==> src/rtl/nubus_pkg.sv <==
// Shared NuBus definitions: ACK status codes, transfer size and bridge state
// encodings, and the transfer-mode and lane-replication helper functions.
`default_nettype none

package nubus_pkg;

   localparam logic [1:0] STATUS_COMPLETE = 2'b00;
   localparam logic [1:0] STATUS_ERROR    = 2'b01;
   localparam logic [1:0] STATUS_TIMEOUT  = 2'b10;
   localparam logic [1:0] STATUS_RETRY    = 2'b11;

   typedef enum logic [1:0] {
      SIZE_BYTE    = 2'd0,
      SIZE_HALF    = 2'd1,
      SIZE_WORD    = 2'd2,
      SIZE_ILLEGAL = 2'd3
   } size_e;

   typedef enum logic [2:0] {
      ST_IDLE = 3'd0,
      ST_REQ  = 3'd1,
      ST_ADDR = 3'd2,
      ST_DATA = 3'd3,
      ST_DONE = 3'd4
   } state_e;

   // Returns {/TM1, /TM0, AD[1:0]} for the address cycle; illegal size acts as word.
   function automatic logic [3:0] addr_mode(input size_e size, input logic [1:0] addr_lo,
                                            input logic write);
      logic [3:0] mode;
      case (size)
         SIZE_BYTE: mode = {~write, 1'b0, addr_lo};
         SIZE_HALF: mode = {~write, 1'b1, addr_lo[1], 1'b1};
         default:   mode = {~write, 1'b1, 2'b00};
      endcase
      return mode;
   endfunction

   function automatic logic [31:0] replicate_lanes(input size_e size, input logic [31:0] data);
      logic [31:0] lanes;
      case (size)
         SIZE_BYTE: lanes = {4{data[7:0]}};
         SIZE_HALF: lanes = {2{data[15:0]}};
         default:   lanes = data;
      endcase
      return lanes;
   endfunction

endpackage

`default_nettype wire

==> src/rtl/nubus_master_bridge.sv <==
// CPU request/ready port to NuBus master bridge: requests arbitration through
// nubus_master, drives address/TM/data, captures ACK status and read data.
`default_nettype none

module nubus_master_bridge
   import nubus_pkg::*;
#(
   parameter int unsigned RETRY_MAX = 4
) (
   input  logic        nub_clkn,
   input  logic        nub_resetn,
   input  logic        cpu_valid,
   input  logic [31:0] cpu_addr,
   input  logic [31:0] cpu_wdata,
   input  logic        cpu_write,
   input  logic [1:0]  cpu_size,
   output logic        cpu_ready,
   output logic [31:0] cpu_rdata,
   output logic [1:0]  cpu_status,
   output logic        mst_valid,
   output logic        mst_lock,
   input  logic        mst_owner,
   input  logic        mst_adrcy,
   input  logic        mst_dtacy,
   input  logic        nub_ackn,
   input  logic [31:0] nub_ad_i,
   input  logic [1:0]  nub_tmn_i,
   output logic        nub_startn_o,
   output logic [31:0] nub_ad_o,
   output logic        nub_ad_oe,
   output logic [1:0]  nub_tmn_o,
   output logic        nub_tm_oe
);

   state_e      state;
   state_e      state_next;
   logic [31:0] addr_q;
   logic [31:0] wdata_q;
   logic        write_q;
   size_e       size_q;
   logic [31:0] retry_cnt;

   logic        addr_cycle;
   logic        ack_seen;
   logic [1:0]  ack_status;
   logic        retry_again;
   logic [3:0]  mode;

   // Gating with state keeps a foreign master's address/ACK cycles from leaking in.
   assign addr_cycle  = (state == ST_REQ) & mst_adrcy & mst_owner;
   assign ack_seen    = (state == ST_DATA) & mst_dtacy & ~nub_ackn;
   assign ack_status  = ~nub_tmn_i;
   assign retry_again = (ack_status == STATUS_RETRY) && (retry_cnt < RETRY_MAX);
   assign mode        = addr_mode(size_q, addr_q[1:0], write_q);
   assign mst_lock    = 1'b0;

   always_ff @(posedge nub_clkn or negedge nub_resetn) begin
      if (!nub_resetn) begin
         state <= ST_IDLE;
      end else begin
         state <= state_next;
      end
   end

   always_ff @(posedge nub_clkn or negedge nub_resetn) begin
      if (!nub_resetn) begin
         addr_q     <= 32'd0;
         wdata_q    <= 32'd0;
         write_q    <= 1'b0;
         size_q     <= SIZE_BYTE;
         retry_cnt  <= 32'd0;
         cpu_rdata  <= 32'd0;
         cpu_status <= STATUS_COMPLETE;
      end else begin
         if (state == ST_IDLE && cpu_valid) begin
            addr_q    <= cpu_addr;
            wdata_q   <= cpu_wdata;
            write_q   <= cpu_write;
            size_q    <= size_e'(cpu_size);
            retry_cnt <= 32'd0;
         end
         if (ack_seen) begin
            cpu_rdata  <= nub_ad_i;
            cpu_status <= ack_status;
            if (retry_again) begin
               retry_cnt <= retry_cnt + 32'd1;
            end
         end
      end
   end

   always_comb begin
      state_next   = state;
      mst_valid    = 1'b0;
      cpu_ready    = 1'b0;
      nub_startn_o = 1'b1;
      nub_ad_o     = 32'd0;
      nub_ad_oe    = 1'b0;
      nub_tmn_o    = 2'b11;
      nub_tm_oe    = 1'b0;
      case (state)
         ST_IDLE: begin
            if (cpu_valid) begin
               state_next = ST_REQ;
            end
         end
         // The address cycle is decoded combinationally inside REQ, so ST_ADDR is never entered.
         ST_REQ: begin
            mst_valid = 1'b1;
            if (addr_cycle) begin
               nub_startn_o = 1'b0;
               nub_ad_o     = {addr_q[31:2], mode[1:0]};
               nub_ad_oe    = 1'b1;
               nub_tmn_o    = mode[3:2];
               nub_tm_oe    = 1'b1;
               state_next   = ST_DATA;
            end
         end
         ST_DATA: begin
            nub_ad_oe = write_q;
            if (write_q) begin
               nub_ad_o = replicate_lanes(size_q, wdata_q);
            end
            if (ack_seen) begin
               state_next = retry_again ? ST_REQ : ST_DONE;
            end
         end
         ST_DONE: begin
            cpu_ready  = 1'b1;
            state_next = ST_IDLE;
         end
         default: begin
            state_next = ST_IDLE;
         end
      endcase
   end

endmodule

`default_nettype wire
==> config.mk <==
export PLATFORM = sky130hd
export DESIGN_NAME = nubus_master_bridge
export DESIGN_NICKNAME = d
export VERILOG_FILES = /design/src/rtl/nubus_pkg.sv /design/src/rtl/nubus_master_bridge.sv
export SDC_FILE = /design/constraint.sdc
export NUM_CORES = 1
export LEC_CHECK = 0
export BUFFER_PORTS_ARGS = -buffer_cell sky130_fd_sc_hd__buf_2
export CORE_UTILIZATION = 50
export DETAILED_ROUTE_END_ITERATION = 8
export PLACE_DENSITY = 0.8
export SLEW_MARGIN = 20
export SYNTH_ARGS = -nofsm -noshare
export SYNTH_HDL_FRONTEND = slang
export SYNTH_SLANG_ARGS = --single-unit
==> constraint.sdc <==
create_clock -name nub_clkn -period 2.28 [get_ports nub_clkn]
set_clock_uncertainty 0.1 [all_clocks]
set_input_delay 0.228 -clock nub_clkn [delete_from_list [all_inputs] [get_ports nub_clkn]]
set_output_delay 0.228 -clock nub_clkn [all_outputs]
set_load 0.02 [all_outputs]
==> metrics.txt <==
WHS=75.1 ps; antenna violations before repair=3; Cell Area, Synth=5760 um^2; Tot Pwr=10.5 mW; Pre-Repair DR Iteration Count=6; Synthesis Warnings=0; CP most frequent cell=o21ai_1; max cap viols=0; CP arrival=around 1900 ps; core area=11000 um^2; Starting Density=52.2%; Max H-tree Level=4; Post-Synthesis Net Count=~700; Mapped Cells=576; Hold Startpoint=mst_owner; pwr/cell area=1210 nW/um^2; Worst Hold Path EP=state[1]; vias in the first global route=5652; GPL Wtd Cong=between 0.8 and 0.9; Comb power frac=37.0%; Hold Crit Class=in2reg; most common cell after layout, fill and taps aside=nand2_1; hold path depth=3; GRT overflow=0; Net Switching=3.95 mW; Setup crit end kind=output port; CTS tree=built; CP max stage delay=440 ps; syn_area_per_cell=10.0 um^2; IO Pins=between 150 and 200; #FFs+latches synth=136; NumNets Final=980; internal power=around 6.5 mW; latest clock arrival within the worst-skew pair=410 ps; final max-slew violation count=0; Final Hold Fails=0; Routed wire per std cell=17.9 um; Layout area overhead=50.1%; fin crit share=around 100%; Num CTS Buffers=17; Final min period=2250 ps; r2r worst-path depth=5; via count=5526; r2r endpoint=addr_q[27]; fin worst setup slack=around 26 ps; layout cells sized above 1=33.5%; Reg power frac=37.9%; Crit Path Class=reg2out; first-pass GRT wire length=27100 um; Leak=4.51 nW; Sw Ratio=37.8%; gr usage total=a little under a third; Initial DRC Count=556; post-synthesis sequential area ratio=59.1%; crit-path max FO=5; HPWL after DPL=10100 um; most frequent cells in the layout=229 x nand2_1, 159 x buf_2, 132 x dfrtp_1; die area=~12000 um^2; distinct cell type count after synthesis=32; Max rail drop VDD=between 0.7 and 0.8 mV; crit-path cells=and3b_2 -> and2_4 -> buf_2 -> o21ai_1 -> o21ai_1 -> buf_4; Worst setup SP type=flop; Setup Viol. Count Final=0; drt via density=5.38; CTS Root Cell=clkbuf_16; R2R setup slack=180 ps; Die Y=~110 um; status=finished clean; unrepaired setup endpoints after global routing=true; DRC viols=0; final WL=18400 um; CTS sink count=136; slowest CP cell=dfrtp_2; reg2reg start=state[1]; FMAX=444 MHz; antenna violation net count after detailed routing=0; CTS clk-pin slew, worst paths=60 ps; Die Width=109 um; Data required, critical path=1950 ps; setup slack at placement=231 ps; # rows=38; Port Buffers=180; largest net degree at the start of global routing=63; CTS Buffer Depth=2; Clk pwr share=25.1%; Fillers=643
## per-stage QoR
step	util, %	area [um^2]	cells	setup TNS, ps
2_1_floorplan	-	5760	576	0
3_3_place_gp	61.5	6790	876	0
3_5_place_dp	61.5	6790	876	0
4_1_cts	76.6	8450	1016	-30.9
5_1_grt	78.4	8640	1027	-121
6_report	78.4	8640	1027	0
## synth_stat cells
cell	count	area share, %
o21a_1	1	0.13
clkinv_1	1	0.065
o31ai_1	1	0.13
nand3_2	1	0.17
o21ai_0	38	3.3
a22o_1	7	1.1
mux2_2	40	7.8
buf_6	6	1.2
and2_1	31	3.4
nor3_2	1	0.17
a32o_1	1	0.17
clkbuf_1	9	0.59
ha_1	1	0.22
dfrtp_1	136	59
nor2b_1	1	0.11
and3b_1	1	0.15
inv_1	3	0.20
inv_2	1	0.065
nor2_1	18	1.2
nand2_1	233	15
buf_4	6	0.78
conb_1	1	0.065
a21oi_1	1	0.087
nand4_1	2	0.22
nor4_1	8	0.87
nor4b_2	1	0.26
or3_1	1	0.11
mux2i_1	10	1.7
nor3b_1	2	0.26
nand3b_1	1	0.13
or4b_1	1	0.17
buf_2	11	0.96
## how the worst max path moves through the flow
stage | depth (start not counted) | from | end
global placement | 7 | state[1] | nub_ad_o[21]
global route | 7 | state[1] | nub_ad_o[13]
finish | 6 | state[2] | nub_ad_o[29]
detailed placement | 7 | state[1] | nub_ad_o[21]
floorplan | 3 | state[1] | nub_ad_o[0]
CTS | 7 | state[2] | nub_ad_o[21]
## registers in the layout, indices dropped and copies added (netlist names)
register    cells
retry_cnt      32
cpu_rdata      32
write_q         1
addr_q         32
state           3
size_q          2
wdata_q        32
cpu_status      2
## repair_timing
action / CTS / global route
endpoints found under the hold margin: 151 / 0
gates cloned: 0 / 4
resized for setup: 13 / 54
buffers inserted: 6 / 4
setup endpoints to repair: 34 / 32
hold buffers: 102 / 0
pin swaps: 1 / 5
## power groups by stage
stage | sequential, mW | combinational [mW] | clock [mW]
CTS | 3.89 | 3.55 | 2.63
floorplan | 4.11 | 1.94 | 0
global route | 4.05 | 4.18 | 2.74
finish | 3.97 | 3.87 | 2.62
detailed placement | 3.95 | 3.26 | 0
global placement | 3.88 | 3.17 | 0
## logic make-up (layout without fill, tap and decap cells)
group | Yosys count | after routing | share of synthesized area (%)
muxes | 50 | 50 | 9.56
other | 1 | 4 | 0.0651
AOI/OAI and AO/OA | 49 | 49 | 4.89
buffers and inverters | 37 | 345 | 3.82
and+or+nand+nor | 302 | 302 | 22.4
adders and majority gates | 1 | 1 | 0.217
DFF | 136 | 136 | 59.1
## critical path: cells and delay by family, from the launching register on
family	cells	cell delay (ps)
AO/OA/AOI/OAI	2	290
buffers and inverters	2	350
flip-flops	1	440
AND/OR/NAND/NOR	2	450
## metal layers
layer / vias to the layer above / GRT usage, % / wire, um
met4: 0 / 18.5 / 893
met1: 2649 / 35.6 / 6800
met2: 333 / 51.2 / 9310
met3: 88 / 6.34 / 1370
li1: 2456 / - / -
met5: - / 0 / 0
## cell type report
type / instances / area (um^2) / area share [%]
diodes: 3 / 7.51 / 0.0869
clock buffers: 20 / 437 / 5.05
clock inverters: 12 / 129 / 1.49
inverters: 5 / 23.8 / 0.275
multi-input cells: 403 / 2200 / 25.4
flip-flops and latches: 136 / 3410 / 39.4
well taps: 140 / 175 / 2.03
repair buffers: 308 / 2260 / 26.2
(Power assumes the default switching activity.)
